**config.mk**
```make
export PLATFORM = sky130hd
export DESIGN_NAME = ps2_ascii_kbd
export DESIGN_NICKNAME = d
export VERILOG_FILES = /design/src/rtl/ps2_kbd_pkg.sv /design/src/rtl/ps2_ascii_rom.sv /design/src/rtl/ps2_ascii_kbd.sv
export SDC_FILE = /design/constraint.sdc
export NUM_CORES = 1
export LEC_CHECK = 0
export ABC_AREA = 1
export BUFFER_PORTS_ARGS = -buffer_cell sky130_fd_sc_hd__buf_2
export CAP_MARGIN = 20
export CORE_UTILIZATION = 60
export DETAILED_ROUTE_END_ITERATION = 10
export HOLD_SLACK_MARGIN = 0.03
export PLACE_DENSITY = 0.78
export REMOVE_ABC_BUFFERS = 1
export SYNTH_ARGS = -nofsm -noshare
export SYNTH_HDL_FRONTEND = slang
export SYNTH_SLANG_ARGS = --single-unit
```
**constraint.sdc**
```tcl
create_clock -name clk_sys -period 3.8 [get_ports clk_sys]
set_input_delay 0.76 -clock clk_sys [delete_from_list [all_inputs] [get_ports clk_sys]]
set_output_delay 0.76 -clock clk_sys [all_outputs]
set_load 0.005 [all_outputs]
```
**src/rtl/ps2_kbd_pkg.sv**
```systemverilog
// Shared constants for the PS/2 set-2 to ASCII keyboard front end.
// Holds ps2_key field positions, modifier/special scancodes, ASCII control
// codes and the caps/ctrl modifier function applied after the ROM lookup.
package ps2_kbd_pkg;

  localparam int unsigned KEY_W      = 11;
  localparam int unsigned KEY_TOGGLE = 10;
  localparam int unsigned KEY_PRESS  = 9;
  localparam int unsigned KEY_EXT    = 8;
  localparam int unsigned CODE_W     = 8;
  localparam int unsigned CHAR_W     = 8;
  localparam int unsigned ROM_AW     = CODE_W + 1;

  localparam logic [CODE_W-1:0] SC_LSHIFT = 8'h12;
  localparam logic [CODE_W-1:0] SC_RSHIFT = 8'h59;
  localparam logic [CODE_W-1:0] SC_CTRL   = 8'h14;
  localparam logic [CODE_W-1:0] SC_CAPS   = 8'h58;
  localparam logic [CODE_W-1:0] SC_ENTER  = 8'h5A;
  localparam logic [CODE_W-1:0] SC_SLASH  = 8'h4A;
  localparam logic [CODE_W-1:0] SC_BKSP   = 8'h66;
  localparam logic [CODE_W-1:0] SC_ESC    = 8'h76;
  localparam logic [CODE_W-1:0] SC_TAB    = 8'h0D;
  localparam logic [CODE_W-1:0] SC_SPACE  = 8'h29;

  localparam logic [CHAR_W-1:0] ASCII_CR    = 8'h0D;
  localparam logic [CHAR_W-1:0] ASCII_DEL   = 8'h7F;
  localparam logic [CHAR_W-1:0] ASCII_ESC   = 8'h1B;
  localparam logic [CHAR_W-1:0] ASCII_TAB   = 8'h09;
  localparam logic [CHAR_W-1:0] ASCII_SPACE = 8'h20;

  // Caps swaps letter case first, then ctrl folds 0x40-0x7F onto 0x00-0x1F.
  function automatic logic [CHAR_W-1:0] apply_mods(input logic [CHAR_W-1:0] c,
                                                   input logic caps,
                                                   input logic ctrl);
    logic [CHAR_W-1:0] r;
    r = c;
    if (caps && (((r >= 8'h41) && (r <= 8'h5A)) || ((r >= 8'h61) && (r <= 8'h7A))))
      r = r ^ 8'h20;
    if (ctrl && (r >= 8'h40) && (r <= 8'h7F))
      r = r & 8'h1F;
    return r;
  endfunction

endpackage

```
**src/rtl/ps2_ascii_rom.sv**
```systemverilog
// Synchronous 512x8 US-layout translation ROM, one-cycle latency.
// Ports: clk_sys/reset_n clock and async reset; addr = {shift, scancode};
// data = registered ASCII character, 0x00 when the key has no character.
module ps2_ascii_rom
  import ps2_kbd_pkg::*;
(
  input  logic              clk_sys,
  input  logic              reset_n,
  input  logic [ROM_AW-1:0] addr,
  output logic [CHAR_W-1:0] data
);

  logic              sh;
  logic [CODE_W-1:0] code;
  logic [CHAR_W-1:0] lut_c;

  assign sh   = addr[ROM_AW-1];
  assign code = addr[CODE_W-1:0];

  // Lower half of the ROM is unshifted, upper half shifted.
  always_comb begin
    lut_c = 8'h00;
    case (code)
      SC_TAB:   lut_c = ASCII_TAB;
      SC_SPACE: lut_c = ASCII_SPACE;
      SC_ENTER: lut_c = ASCII_CR;
      SC_BKSP:  lut_c = ASCII_DEL;
      SC_ESC:   lut_c = ASCII_ESC;
      8'h0E: lut_c = sh ? 8'h7E : 8'h60;
      8'h15: lut_c = sh ? "Q" : "q";
      8'h16: lut_c = sh ? "!" : "1";
      8'h1A: lut_c = sh ? "Z" : "z";
      8'h1B: lut_c = sh ? "S" : "s";
      8'h1C: lut_c = sh ? "A" : "a";
      8'h1D: lut_c = sh ? "W" : "w";
      8'h1E: lut_c = sh ? "@" : "2";
      8'h21: lut_c = sh ? "C" : "c";
      8'h22: lut_c = sh ? "X" : "x";
      8'h23: lut_c = sh ? "D" : "d";
      8'h24: lut_c = sh ? "E" : "e";
      8'h25: lut_c = sh ? "$" : "4";
      8'h26: lut_c = sh ? "#" : "3";
      8'h2A: lut_c = sh ? "V" : "v";
      8'h2B: lut_c = sh ? "F" : "f";
      8'h2C: lut_c = sh ? "T" : "t";
      8'h2D: lut_c = sh ? "R" : "r";
      8'h2E: lut_c = sh ? "%" : "5";
      8'h31: lut_c = sh ? "N" : "n";
      8'h32: lut_c = sh ? "B" : "b";
      8'h33: lut_c = sh ? "H" : "h";
      8'h34: lut_c = sh ? "G" : "g";
      8'h35: lut_c = sh ? "Y" : "y";
      8'h36: lut_c = sh ? "^" : "6";
      8'h3A: lut_c = sh ? "M" : "m";
      8'h3B: lut_c = sh ? "J" : "j";
      8'h3C: lut_c = sh ? "U" : "u";
      8'h3D: lut_c = sh ? "&" : "7";
      8'h3E: lut_c = sh ? "*" : "8";
      8'h41: lut_c = sh ? "<" : ",";
      8'h42: lut_c = sh ? "K" : "k";
      8'h43: lut_c = sh ? "I" : "i";
      8'h44: lut_c = sh ? "O" : "o";
      8'h45: lut_c = sh ? ")" : "0";
      8'h46: lut_c = sh ? "(" : "9";
      8'h49: lut_c = sh ? ">" : ".";
      8'h4A: lut_c = sh ? "?" : "/";
      8'h4B: lut_c = sh ? "L" : "l";
      8'h4C: lut_c = sh ? ":" : ";";
      8'h4D: lut_c = sh ? "P" : "p";
      8'h4E: lut_c = sh ? "_" : "-";
      8'h52: lut_c = sh ? "\"" : "'";
      8'h54: lut_c = sh ? "{" : "[";
      8'h55: lut_c = sh ? "+" : "=";
      8'h5B: lut_c = sh ? "}" : "]";
      8'h5D: lut_c = sh ? "|" : "\\";
      default: lut_c = 8'h00;
    endcase
  end

  always_ff @(posedge clk_sys or negedge reset_n) begin
    if (!reset_n) data <= '0;
    else          data <= lut_c;
  end

endmodule

```
**src/rtl/ps2_ascii_kbd.sv**
```systemverilog
// PS/2 key-event to ASCII converter with modifier tracking and output FIFO.
// Ports: clk_sys, reset_n (async, active-low); ps2_key = {toggle, press,
// ext, scancode}; ascii_data/ascii_valid/ascii_ready = FIFO head handshake;
// fifo_count occupancy; overflow sticky drop flag cleared by ovf_clr;
// caps_led current caps-lock state.
module ps2_ascii_kbd
  import ps2_kbd_pkg::*;
#(
  parameter int unsigned FIFO_DEPTH = 8,
  parameter logic        CAPS_INIT  = 1'b0
) (
  input  logic                        clk_sys,
  input  logic                        reset_n,
  input  logic [KEY_W-1:0]            ps2_key,
  output logic [CHAR_W-1:0]           ascii_data,
  output logic                        ascii_valid,
  input  logic                        ascii_ready,
  output logic [$clog2(FIFO_DEPTH):0] fifo_count,
  output logic                        overflow,
  input  logic                        ovf_clr,
  output logic                        caps_led
);

  localparam int unsigned PW = $clog2(FIFO_DEPTH);
  localparam int unsigned CW = PW + 1;

  // Stage 1: event detect, modifier state, capture of lookup context.
  logic              tog_q, primed_q;
  logic              lshift_q, rshift_q, ctrl_q, caps_q;
  logic              s1_valid, s1_shift, s1_caps, s1_ctrl;
  logic [CODE_W-1:0] s1_code;
  logic [CODE_W-1:0] code_c;
  logic              ext_c, press_c, event_c;
  logic              is_lshift_c, is_rshift_c, is_ctrl_c, is_caps_c, char_ev_c;

  assign code_c      = ps2_key[CODE_W-1:0];
  assign ext_c       = ps2_key[KEY_EXT];
  assign press_c     = ps2_key[KEY_PRESS];
  assign event_c     = primed_q & (ps2_key[KEY_TOGGLE] != tog_q);
  assign is_lshift_c = ~ext_c & (code_c == SC_LSHIFT);
  assign is_rshift_c = ~ext_c & (code_c == SC_RSHIFT);
  assign is_ctrl_c   = (code_c == SC_CTRL);
  assign is_caps_c   = ~ext_c & (code_c == SC_CAPS);
  // Only non-modifier presses reach the ROM; extended keys only Enter and '/'.
  assign char_ev_c   = event_c & press_c
                     & ~(is_lshift_c | is_rshift_c | is_ctrl_c | is_caps_c)
                     & (~ext_c | (code_c == SC_ENTER) | (code_c == SC_SLASH));

  always_ff @(posedge clk_sys or negedge reset_n) begin
    if (!reset_n) begin
      tog_q    <= 1'b0;
      primed_q <= 1'b0;
      lshift_q <= 1'b0;
      rshift_q <= 1'b0;
      ctrl_q   <= 1'b0;
      caps_q   <= CAPS_INIT;
      s1_valid <= 1'b0;
      s1_shift <= 1'b0;
      s1_caps  <= 1'b0;
      s1_ctrl  <= 1'b0;
      s1_code  <= '0;
    end else begin
      tog_q    <= ps2_key[KEY_TOGGLE];
      primed_q <= 1'b1;
      s1_valid <= char_ev_c;
      s1_code  <= code_c;
      // Extended keys look up unshifted so E0-4A always yields '/'.
      s1_shift <= (lshift_q | rshift_q) & ~ext_c;
      s1_caps  <= caps_q;
      s1_ctrl  <= ctrl_q;
      if (event_c) begin
        if (is_lshift_c)          lshift_q <= press_c;
        if (is_rshift_c)          rshift_q <= press_c;
        if (is_ctrl_c)            ctrl_q   <= press_c;
        if (is_caps_c && press_c) caps_q   <= ~caps_q;
      end
    end
  end

  // Stage 2: ROM lookup alongside the modifier context.
  logic [CHAR_W-1:0] rom_data;
  logic              s2_valid, s2_caps, s2_ctrl;

  ps2_ascii_rom u_rom (
    .clk_sys (clk_sys),
    .reset_n (reset_n),
    .addr    ({s1_shift, s1_code}),
    .data    (rom_data)
  );

  // Stage 3: apply caps/ctrl, keep only keys that have a ROM character.
  logic              s3_valid;
  logic [CHAR_W-1:0] s3_char;

  always_ff @(posedge clk_sys or negedge reset_n) begin
    if (!reset_n) begin
      s2_valid <= 1'b0;
      s2_caps  <= 1'b0;
      s2_ctrl  <= 1'b0;
      s3_valid <= 1'b0;
      s3_char  <= '0;
    end else begin
      s2_valid <= s1_valid;
      s2_caps  <= s1_caps;
      s2_ctrl  <= s1_ctrl;
      s3_valid <= s2_valid & (rom_data != 8'h00);
      s3_char  <= apply_mods(rom_data, s2_caps, s2_ctrl);
    end
  end

  // Output buffer with registered head, valid and count.
  logic [CHAR_W-1:0] mem_q [FIFO_DEPTH];
  logic [PW-1:0]     rd_q, wr_q, rd_n_c;
  logic [CW-1:0]     cnt_q, cnt_n_c;
  logic [CHAR_W-1:0] head_q, head_n_c;
  logic              valid_q, ovf_q;
  logic              pop_c, full_c, wr_en_c, drop_c;

  always_comb begin
    pop_c    = valid_q & ascii_ready;
    full_c   = (cnt_q == CW'(FIFO_DEPTH));
    wr_en_c  = s3_valid & (~full_c | pop_c);
    drop_c   = s3_valid & full_c & ~pop_c;
    rd_n_c   = pop_c ? rd_q + PW'(1) : rd_q;
    cnt_n_c  = cnt_q;
    if (wr_en_c && !pop_c)      cnt_n_c = cnt_q + CW'(1);
    else if (pop_c && !wr_en_c) cnt_n_c = cnt_q - CW'(1);
    // The new head is the incoming char when it lands in the head slot.
    head_n_c = 8'h00;
    if (cnt_n_c != CW'(0))
      head_n_c = (wr_en_c && (wr_q == rd_n_c)) ? s3_char : mem_q[rd_n_c];
  end

  always_ff @(posedge clk_sys or negedge reset_n) begin
    if (!reset_n) begin
      for (int unsigned i = 0; i < FIFO_DEPTH; i++) mem_q[i] <= '0;
      rd_q    <= '0;
      wr_q    <= '0;
      cnt_q   <= '0;
      head_q  <= '0;
      valid_q <= 1'b0;
      ovf_q   <= 1'b0;
    end else begin
      if (wr_en_c) begin
        mem_q[wr_q] <= s3_char;
        wr_q        <= wr_q + PW'(1);
      end
      rd_q    <= rd_n_c;
      cnt_q   <= cnt_n_c;
      head_q  <= head_n_c;
      valid_q <= (cnt_n_c != CW'(0));
      if (drop_c)       ovf_q <= 1'b1;
      else if (ovf_clr) ovf_q <= 1'b0;
    end
  end

  assign ascii_data  = head_q;
  assign ascii_valid = valid_q;
  assign fifo_count  = cnt_q;
  assign overflow    = ovf_q;
  assign caps_led    = caps_q;

endmodule

```
==> metrics <==
Iter 0 DRT Violations ~690; vias post-DR ~6000; placed insts between 1000 and 1500; crit path time final around 2.3 ns; Max Cap Viol 0; aggregate global-route resource usage between 30% and 40%; clock-pin slew on the worst setup and hold paths between 0.1 and 0.15 ns; initial antenna violation count 0; nets@finish between 900 and 1000; Core ar. about 10000 sq um; Mean Syn Cell Area approximately 7.4 sq um; FP Rows 37; layer carrying the most global-route usage met2; main area contributors after synthesis dfrtp_1 (43%), nand2_1 (14%), nand3_1 (8.0%), nor2_1 (5.3%), inv_1 (4.9%); htree depth 3; fmax between 400 and 500 MHz; deepest clock path buffer count 2; overall power ~3.6 mW; synthesis-stage register bit count between 100 and 150; total negative slack 0 ns; Setup Buffers After CTS 0; via/cell ratio 5.84; cts hold-fix bufs 0; Hold WS between 0.3 and 0.4 ns; Final Cycle Share roughly 62%; post-route setup slack around 1.5 ns; synthesized area about 6500 sq um; kind of critical path reg -> reg; pins over their slew limit 0; relative slew slack 32.0%; gr ovfl total 0; Yosys top cell by area dfrtp_1; largest net degree at the start of global routing 51; RSZ-0062 raised after global routing false; Clock Skew 0.0128 ns; DRT Pass-1 Iters 6; Ports 30; number of global-route vias before repair just under 6000; peak supply drop between 0.0004 and 0.0005 V; routed wire length 17200 microns; cts bufs inserted 9; Crit Path Max Fanout 14; CP startpoint kind flop; Antenna Cells 0; GP Congestion 1.03; Post-synth EDFFs 0; pre-CTS setup slack roughly 1.3 ns; Final ANT Viol Nets 0; Die Wd about 110 microns; CTS tree built; met1 usage 42.5%; Hold Crit Class reg -> reg; Area growth, synth to finish 5.63%; Clock Latency Late Sink roughly 0.38 ns; port bufs 28; fraction of layout cells with a size suffix above 1 between 10% and 20%; M2 GR Usage approximately 55%; count of cell types in the netlist 41; post-DR wirelength/cell between 15 and 20 microns; first-pass GRT wire length roughly 29000 microns; clock sink count 111; fillers 879; Final Non-Filler Cells between 1000 and 1500; Yosys warnings 0; Leak Pwr roughly 3.4 nW; sequential fraction of the synthesis area 42.8%; Post-synth ARST share between 90% and 100%; CP endpoint kind flop; Setup Viol. Count Final 0; worst slew pin tran approximately 1.0 ns; met3 GRT Util about 6.7%; area share of the largest cell type after synthesis 42.8%; Mapped Cells roughly 900; status finished clean; Resized Gates After CTS 0; DIE AREA around 11000 sq um; Initial Utilization slightly above 60%; Power Density ~530 nW/um^2; arrival time at the worst endpoint 2.60 ns; Clock Root Buffer clkbuf_8; Remaining DRCs 0; DP HPWL approximately 13000 microns; CP required a little over 4 ns; Die H around 110 microns; Hold Vio Cnt, Final 0; top_reg_cell synth dfrtp_1
## layout by cell type, fill, tap and decap left out, types with 4 or more instances in the layout
cell,n
nor2_1,92
o21ai_1,48
dfrtp_1,111
nand4_4,6
buf_2,27
clkbuf_8,9
nand4_1,12
buf_4,7
nand2_2,6
o21ai_0,39
inv_2,7
ha_1,4
nor2_2,11
a21oi_1,6
nand3b_1,31
nand2_1,239
inv_1,84
nand3_1,104
nor3_1,14
## critical path, stage by stage, from the launching register on
cell	delay, ns
dfrtp_1	0.43
inv_1	0.12
ha_1	0.26
nand3_2	0.10
nor2_2	0.06
nor2_4	0.38
nand4_1	0.54
nand2_1	0.22
o21ai_0	0.10
## worst paths after layout
check	startpoint	to	slack (ns)	cells past startpoint
worst min-delay path	s1_caps	s2_caps	0.36	0
worst max-delay path	fifo_count[0]	mem_q[10]	1.46	8
max in group asynchronous	reset_n	u_rom.data[2]	2.56	2
min in group asynchronous	reset_n	rd_q[0]	0.37	1
worst max register to register	fifo_count[0]	mem_q[10]	1.46	8
worst min register to register	s1_caps	s2_caps	0.36	0
## synthesized netlist by cell type, types with 7 or more instances
cell type	number
dfrtp_1	111
nand3_1	104
o21ai_0	39
nor2_2	11
nor2_1	92
nand2_1	239
nor3_1	14
o21ai_1	48
nand4_1	12
buf_2	18
nand3b_1	31
inv_1	84
inv_2	7
## metal layers
| layer | routed length (microns) | share of wire (%) |
|---|---|---|
| met5 | 0 | 0 |
| met2 | 8060 | 47 |
| met3 | 1320 | 7.7 |
| met4 | 644 | 3.8 |
| met1 | 7130 | 42 |
## flip-flops by register name, indices dropped and copies added, names as in the netlist, 3 cells and up
| name | flops |
|---|---|
| fifo_count | 4 |
| mem_q | 56 |
| wr_q | 3 |
| s3_char | 7 |
| s1_code | 8 |
| rd_q | 3 |
| u_rom.data | 7 |
| ascii_data | 7 |
## per-stage QoR
step                instance area (sq um)  util (%)
global route                         6850      65.8
finish                               6850      65.8
global placement                     6670      64.0
CTS                                  6850      65.8
floorplan                            6310         -
detailed placement                   6670      64.0
## logic make-up after synthesis
kind of cell,Yosys count,share of synthesized area (%)
other cells,2,0.116
flops,111,42.8
xor+xnor,6,0.810
buf+inv,123,8.06
fa+ha+maj,4,0.771
simple gates,530,38.9
compound gates,103,8.51
## power by group
group	internal (mW)	leakage [nW]	total, mW	switching, mW
clock network	0.250	0.0865	0.674	0.424
registers	1.35	1.48	1.51	0.160
logic	0.474	1.83	1.43	0.952
total	2.07	3.40	3.61	1.53
## layout make-up
| cell class | instances | area (sq um) | share of cell area, % |
|---|---|---|---|
| clock buffer | 10 | 128 | 1.86 |
| clock inverter | 6 | 55.1 | 0.803 |
| inverter | 92 | 348 | 5.08 |
| multi-input combinational | 645 | 3190 | 46.5 |
| sequential | 111 | 2780 | 40.5 |
| tap | 136 | 170 | 2.48 |
| timing repair buffer | 34 | 188 | 2.74 |
Note: power is estimated with default switching activity, not from simulation.
